==> config.mk <==
export PLATFORM = sky130hd
export DESIGN_NAME = pmem_arbiter
export DESIGN_NICKNAME = d
export VERILOG_FILES = /design/src/rtl/pmem_arb_pkg.sv /design/src/rtl/arb_rr2.sv /design/src/rtl/pmem_arbiter.sv
export SDC_FILE = /design/constraint.sdc
export NUM_CORES = 1
export LEC_CHECK = 0
export BUFFER_PORTS_ARGS = -buffer_cell sky130_fd_sc_hd__buf_2
export CORE_AREA = 5 5 120 122
export DETAILED_ROUTE_END_ITERATION = 6
export DIE_AREA = 0 0 125 127
export GPL_TIMING_DRIVEN = 0
export HOLD_SLACK_MARGIN = 0.05
export PLACE_DENSITY = 0.8
export SETUP_SLACK_MARGIN = 0.05
export SYNTH_ARGS = -nofsm -noshare
export SYNTH_HDL_FRONTEND = slang
export SYNTH_SLANG_ARGS = --single-unit
==> constraint.sdc <==
create_clock -name clk -period 5.5 [get_ports clk]
set_input_delay 1.1 -clock clk [delete_from_list [all_inputs] [get_ports clk]]
set_output_delay 1.1 -clock clk [all_outputs]
set_load 0.02 [all_outputs]
==> src/rtl/pmem_arb_pkg.sv <==
// Shared types and constants for the physical-memory arbiter.
// Latency: n/a (declarations only).
// Backpressure: n/a (declarations only).
package pmem_arb_pkg;

    localparam int ADDR_W = 32;
    localparam int DATA_W = 32;
    localparam int MASK_W = 8;

    // Master IDs double as bit positions in the picker's req/grant vectors.
    localparam logic MST_IFU = 1'b0;
    localparam logic MST_LSU = 1'b1;

    typedef enum logic [1:0] {
        IDLE,
        ISSUE,
        WAIT,
        RESP
    } state_t;

    // One latched memory request.
    typedef struct packed {
        logic              owner;
        logic [ADDR_W-1:0] addr;
        logic              wen;
        logic [DATA_W-1:0] wdata;
        logic [MASK_W-1:0] wmask;
    } req_t;

endpackage

==> src/rtl/arb_rr2.sv <==
// Two-way request picker: one-hot grant, round-robin on tie or fixed LSU priority.
// Latency: purely combinational.
// Backpressure: none; the caller decides whether a grant becomes a handshake.
// Ports: req[1:0] (bit index = master ID), last = master granted most recently,
//        rr_en = 1 for round-robin tie-break, grant[1:0] one-hot (or zero).
module arb_rr2
    import pmem_arb_pkg::*;
(
    input  logic [1:0] req,
    input  logic       last,
    input  logic       rr_en,
    output logic [1:0] grant
);

    always_comb begin
        grant = 2'b00;
        unique case (req)
            2'b01: grant = 2'b01;
            2'b10: grant = 2'b10;
            2'b11: begin
                // On a tie, round-robin favours whoever did not win last time;
                // otherwise LSU always wins so loads/stores never starve behind fetch.
                if (rr_en && last == MST_LSU) grant = 2'b01;
                else                          grant = 2'b10;
            end
            default: grant = 2'b00;
        endcase
    end

endmodule

==> src/rtl/pmem_arbiter.sv <==
// Shares one physical memory port between IFU (read-only) and LSU (read/write).
// Latency: accept at edge T -> memory access in cycle T+1 -> response from cycle T+1+LATENCY.
// Backpressure: one request in flight; ready is low until the response is consumed.
// Ports: ifu_req_* / lsu_req_* request handshakes, ifu_resp_* / lsu_resp_* response
//        handshakes, mem_* single-cycle access strobe and data toward the memory model
//        (mem_rdata is returned combinationally). clk with synchronous active-high rst.
module pmem_arbiter
    import pmem_arb_pkg::*;
#(
    parameter int LATENCY = 1,      // legal range 1..15
    parameter bit RR_EN   = 1'b1
) (
    input  logic              clk,
    input  logic              rst,

    input  logic              ifu_req_valid,
    output logic              ifu_req_ready,
    input  logic [ADDR_W-1:0] ifu_addr,
    output logic              ifu_resp_valid,
    input  logic              ifu_resp_ready,
    output logic [DATA_W-1:0] ifu_rdata,

    input  logic              lsu_req_valid,
    output logic              lsu_req_ready,
    input  logic [ADDR_W-1:0] lsu_addr,
    input  logic              lsu_wen,
    input  logic [DATA_W-1:0] lsu_wdata,
    input  logic [MASK_W-1:0] lsu_wmask,
    output logic              lsu_resp_valid,
    input  logic              lsu_resp_ready,
    output logic [DATA_W-1:0] lsu_rdata,

    output logic              mem_valid,
    output logic [ADDR_W-1:0] mem_raddr,
    input  logic [DATA_W-1:0] mem_rdata,
    output logic              mem_wen,
    output logic [ADDR_W-1:0] mem_waddr,
    output logic [DATA_W-1:0] mem_wdata,
    output logic [MASK_W-1:0] mem_wmask
);

    state_t            state_q, state_d;
    req_t              req_q, req_d;
    logic [3:0]        cnt_q;
    logic              last_grant_q;
    logic [DATA_W-1:0] rdata_q;
    logic [1:0]        grant;

    arb_rr2 u_pick (
        .req   ({lsu_req_valid, ifu_req_valid}),
        .last  (last_grant_q),
        .rr_en (RR_EN),
        .grant (grant)
    );

    // Request as it will be latched if the picker's choice handshakes this cycle.
    // Fetches are always reads and carry no write payload.
    always_comb begin
        req_d.owner = grant[MST_LSU] ? MST_LSU : MST_IFU;
        req_d.addr  = grant[MST_LSU] ? lsu_addr : ifu_addr;
        req_d.wen   = grant[MST_LSU] & lsu_wen;
        req_d.wdata = grant[MST_LSU] ? lsu_wdata : '0;
        req_d.wmask = grant[MST_LSU] ? lsu_wmask : '0;
    end

    always_ff @(posedge clk) begin
        if (rst) state_q <= IDLE;
        else     state_q <= state_d;
    end

    always_comb begin
        state_d        = state_q;
        ifu_req_ready  = 1'b0;
        lsu_req_ready  = 1'b0;
        mem_valid      = 1'b0;
        mem_raddr      = '0;
        mem_wen        = 1'b0;
        mem_waddr      = '0;
        mem_wdata      = '0;
        mem_wmask      = '0;
        ifu_resp_valid = 1'b0;
        ifu_rdata      = '0;
        lsu_resp_valid = 1'b0;
        lsu_rdata      = '0;
        unique case (state_q)
            IDLE: begin
                // Ready is masked by rst so nothing is accepted while reset is held.
                ifu_req_ready = ~rst & grant[MST_IFU];
                lsu_req_ready = ~rst & grant[MST_LSU];
                if (!rst && grant != 2'b00) state_d = ISSUE;
            end
            ISSUE: begin
                // The only cycle the memory sees the access, so DPI side effects happen once.
                mem_valid = 1'b1;
                mem_raddr = req_q.addr;
                mem_wen   = req_q.wen;
                mem_waddr = req_q.addr;
                mem_wdata = req_q.wdata;
                mem_wmask = req_q.wmask;
                state_d   = (LATENCY == 1) ? RESP : WAIT;
            end
            WAIT: begin
                if (cnt_q == 4'd1) state_d = RESP;
            end
            RESP: begin
                if (req_q.owner == MST_IFU) begin
                    ifu_resp_valid = 1'b1;
                    ifu_rdata      = rdata_q;
                    if (ifu_resp_ready) state_d = IDLE;
                end else begin
                    lsu_resp_valid = 1'b1;
                    lsu_rdata      = rdata_q;
                    if (lsu_resp_ready) state_d = IDLE;
                end
            end
            default: state_d = IDLE;
        endcase
    end

    always_ff @(posedge clk) begin
        if (rst) begin
            req_q        <= '0;
            last_grant_q <= MST_IFU;
            cnt_q        <= '0;
            rdata_q      <= '0;
        end else begin
            if (ifu_req_ready || lsu_req_ready) begin
                req_q        <= req_d;
                last_grant_q <= req_d.owner;
            end
            if (state_q == ISSUE) begin
                rdata_q <= req_q.wen ? '0 : mem_rdata;
                cnt_q   <= 4'(LATENCY - 1);
            end else if (state_q == WAIT) begin
                cnt_q <= cnt_q - 4'd1;
            end
        end
    end

endmodule

==> results by group <==
Min path
  • Hold path startpoint: req_q[59]
  • Count of cells along the worst hold path: 2
  • Worst Hold Endpoint: req_q[59]
  • Hold/Removal Path Class: flip-flop to flip-flop

Power
  • Switching share of total power: 39.3%
  • Net switching component of the power: 1.07 mW
  • Total power: 2.73 mW
  • Internal Power: 1.66 mW
  • Relative contribution of sequential cells to total power: 39.4%
  • Relative contribution of the clock network to total power: 21.1%
  • Combinational Power Share: 39.5%
  • P per Cell Area: 362 mW/mm²
  • Leakage power: 3.89 nW
  • Peak VDD IR: 0.000221 V

Placement
  • Cell area reported after detailed placement: 0.00731 mm²
  • Placement Setup Slack: 2080 ps
  • Gp weighted congestion: 0.906
  • Number of input and output port buffers inserted: 315
  • Placed Instances: 1169
  • Post-detailed-placement half-perimeter wirelength: 15200 µm

Routing
  • Detailed-route wire length per cell: 16.7 µm
  • Via count of the routed design: 6049
  • Drt drc: 0
  • Initial drt markers: 381
  • ANT nets after route: 0
  • Total Routed Length: 19800 µm
  • Avg Vias per Cell: 5.12
  • Number of optimization iterations in the first detailed-route pass: 5

Logic synthesis
  • Share of synthesized cell area in full adder, half adder and majority cells: 1.59%
  • Syn Std Cell Area: 0.00551 mm²
  • Simple-gate area share of the yosys netlist: 26.4%
  • Syn nets: 828
  • Post-synthesis instance total: 678
  • Sequential share of the synthesized area: 40.7%
  • Yosys warns: 0
  • Combinational family with the most area after synthesis: simple AND/OR/NAND/NOR gates
  • Xor and xnor fraction of the mapped netlist area: 0.477%
  • Post-synthesis cell type count: 33
  • Compound-cell area share of the yosys netlist: 20.7%
  • Mean instance size in the synthesized netlist: 8.13 µm²
  • Multiplexer fraction of the synthesized cell area: 0.568%
  • Total of flip-flops plus latches after synthesis: 112
  • Most instantiated flip-flop cell in the synthesis netlist: sky130_fd_sc_hd__dfxtp_1
  • Synth async-reset ratio: 0%
  • Number of flops mapped to enable cells by yosys: 0

Critical path
  • Crit path capture type: output port
  • Cell family contributing the most delay on the critical path: buffers and inverters
  • Arrival time worst endpoint: 2590 ps
  • Slowest library cell on the worst path: sky130_fd_sc_hd__clkbuf_1
  • Type of origin of the critical path: flip-flop
  • R2R setup slack: 3250 ps
  • Depth of the most critical reg-to-reg path: 5
  • Startpoint-to-endpoint class of the critical path: flip-flop to output port
  • Worst path cell trace: inv_1, ha_1, clkbuf_1, clkbuf_1, and2_1, buf_4, buf_2
  • Critical R2R Launch: state_q[1]
  • Most repeated library cell on the critical path: sky130_fd_sc_hd__clkbuf_1
  • Data required time at the worst endpoint: 4400 ps
  • Worst reg2reg path endpoint: rdata_q[29]
  • Delay of the slowest cell on the worst path: 420 ps
  • Number of buffers and inverters on the critical path: 5
  • Crit-path max FO: 10

Timing
  • Final Setup Violations: 0
  • Clock Skew: 5.85 ps
  • Final Hold Violating Endpoints: 0
  • Transition at the pin with the smallest max-transition slack: 754 ps
  • Crit path time final: 3690 ps
  • Accumulated negative setup slack: 0 ps
  • Highest achievable clock rate: 271 MHz
  • Max-slew violation count: 0
  • Worst Slack Setup Final: 1810 ps
  • RSZ-0062 raised after global routing: no
  • Post-route fraction of the period consumed by the critical path: 67.0%
  • Relative slew slack: 49.6%

Global route
  • Global-route wire length before repair: 29700 µm
  • Overflow after GRT: 0
  • Number of global-route vias before repair: 5690
  • Maximum number of pins on one net before global-route repair: 16
  • Antenna violations before repair: 2
  • Global-route total usage across every layer: 22.9%

Clocking
  • Post-CTS Resized: 0
  • Worst skew pair latency: 340 ps
  • Clock tree from TritonCTS: yes
  • Clock Sinks: 112
  • Total clock buffers created by CTS: 9
  • Number of H-tree levels: 3
  • Clock Pin Slew Worst Setup and Hold Paths: 70 ps
  • Clock buffer depth: 2
  • Clock root cell: sky130_fd_sc_hd__clkbuf_16
  • Post-CTS Setup Bufs: 0
  • Post-cts hold buffer count: 0

Cells and area
  • Layout area overhead: 37.0%
  • Count of inserted antenna diode cells: 0
  • Fraction of layout cells with a size suffix above 1: 36.5%
  • Final-stage net count: 1154
  • Non-filler cells in the finished layout: 1182
  • Finished Cell Area: 0.00755 mm²
  • Fill cell instance count of the final layout: 1249

Die
  • Die Footprint: 0.0159 mm²
  • Starting Density: 42.1%
  • Total number of placement rows: 42
  • Core region area: 0.0131 mm²
  • Number of I/O pins: 317
  • Die outline width: 125 µm
  • Die Y-Extent: 127 µm

Flow run
  • Reported max-cap violation count: 0

Status
  • Result of the run: complete, no violations
## power by group through the flow
stage          clock network (mW)  logic (mW)  registers [mW]
3_3_place_gp                    0        1.06            1.08
3_5_place_dp                    0        1.08            1.09
4_1_cts                     0.591        1.08            1.07
5_1_grt                     0.620        1.18            1.09
2_1_floorplan                   0       0.727            1.06
6_report                    0.576        1.08            1.08
## cell families (layout without fill, tap and decap cells)
kind of cell	Yosys count	count (layout)
AO/OA/AOI/OAI	185	185
XOR/XNOR	3	3
adder cells (fa/ha/maj)	7	7
buffers and inverters	105	433
flip-flops	112	112
multiplexers	3	3
AND/OR/NAND/NOR	263	263
## final cells by class
type | count | area (µm²) | area share [%]
buffer | 100 | 505 | 6.69
clock buffer | 11 | 233 | 3.08
clock inverter | 2 | 10.0 | 0.133
multi-input combinational | 461 | 2750 | 36.4
tap | 176 | 220 | 2.92
inverter | 5 | 18.8 | 0.249
timing repair buffer | 315 | 1580 | 20.9
sequential | 112 | 2240 | 29.7
## routing by layer
layer | share of wire (%) | GRT usage, % | routed length [µm] | up-vias
li1 | - | - | - | 2970
met1 | 43 | 29.3 | 8410 | 2803
met2 | 48 | 38.4 | 9570 | 238
met3 | 7.1 | 6.18 | 1400 | 34
met4 | 1.9 | 6.44 | 382 | 4
met5 | 0.11 | 0 | 21 | -
## worst reg2reg max path: cells and delay by family, from the launching register on
| kind | cells | cell delay, ps |
|---|---|---|
| adders and majority gates | 1 | 410 |
| buffers and inverters | 2 | 540 |
| and+or+nand+nor | 1 | 680 |
| DFF | 1 | 350 |
| AOI/OAI and AO/OA | 1 | 210 |
## stage by stage
stage / util (%) / hold slack, ps
final: 57.7 / 462
after floorplan: - / 437
after global placement: 55.9 / 449
after detailed placement: 55.9 / 454
after CTS: 57.7 / 463
after global routing: 57.7 / 487
## worst max path at each step
stage | start | to | slack, ps | cells past startpoint
6_report | state_q[1] | mem_waddr[31] | 1810 | 7
5_1_grt | state_q[1] | mem_waddr[31] | 1660 | 7
4_1_cts | state_q[1] | mem_waddr[31] | 1770 | 7
3_5_place_dp | ifu_req_valid | ifu_req_ready | 2080 | 5
3_3_place_gp | ifu_req_valid | ifu_req_ready | 2100 | 5
2_1_floorplan | ifu_req_valid | ifu_req_ready | 2460 | 3
## synth_stat cells (3+ instances only)
cell	count	area, µm²
sky130_fd_sc_hd__a21oi_1	73	365
sky130_fd_sc_hd__a22o_1	32	280
sky130_fd_sc_hd__and2_1	107	669
sky130_fd_sc_hd__and3_1	33	206
sky130_fd_sc_hd__buf_1	3	11.3
sky130_fd_sc_hd__buf_2	8	40.0
sky130_fd_sc_hd__buf_4	32	240
sky130_fd_sc_hd__clkbuf_1	57	214
sky130_fd_sc_hd__dfxtp_1	112	2240
sky130_fd_sc_hd__ha_1	7	87.6
sky130_fd_sc_hd__inv_1	4	15.0
sky130_fd_sc_hd__nand2_1	3	11.3
sky130_fd_sc_hd__nand3_1	73	365
sky130_fd_sc_hd__nor2_1	37	139
sky130_fd_sc_hd__nor3_1	3	15.0
sky130_fd_sc_hd__o21ai_0	41	205
sky130_fd_sc_hd__o31ai_1	32	240
## placed cells by master (no fill, tap or decap), types with 2 or more instances in the layout
cell type | synthesis | routed
sky130_fd_sc_hd__xnor2_1 | 2 | 2
sky130_fd_sc_hd__buf_4 | 32 | 32
sky130_fd_sc_hd__a21oi_1 | 73 | 73
sky130_fd_sc_hd__clkbuf_16 | 0 | 9
sky130_fd_sc_hd__mux2i_1 | 2 | 2
sky130_fd_sc_hd__o31ai_1 | 32 | 32
sky130_fd_sc_hd__nand2b_1 | 2 | 2
sky130_fd_sc_hd__nor2b_1 | 2 | 2
sky130_fd_sc_hd__buf_2 | 8 | 323
sky130_fd_sc_hd__and3_1 | 33 | 33
sky130_fd_sc_hd__clkinv_2 | 0 | 2
sky130_fd_sc_hd__o21ai_1 | 2 | 2
sky130_fd_sc_hd__buf_1 | 3 | 3
sky130_fd_sc_hd__o21ai_0 | 41 | 41
sky130_fd_sc_hd__nor2_1 | 37 | 37
sky130_fd_sc_hd__a22o_1 | 32 | 32
sky130_fd_sc_hd__clkbuf_1 | 57 | 59
sky130_fd_sc_hd__ha_1 | 7 | 7
sky130_fd_sc_hd__dfxtp_1 | 112 | 112
sky130_fd_sc_hd__nor3_1 | 3 | 3
sky130_fd_sc_hd__nand3_1 | 73 | 73
sky130_fd_sc_hd__inv_1 | 4 | 4
sky130_fd_sc_hd__nand2_1 | 3 | 3
sky130_fd_sc_hd__and2_1 | 107 | 107
## state kept, by name, summed over array words and instances (netlist names)
register      count
state_q           2
last_grant_q      1
rdata_q          32
req_q            73
cnt_q             4
(Power assumes the default switching activity.)
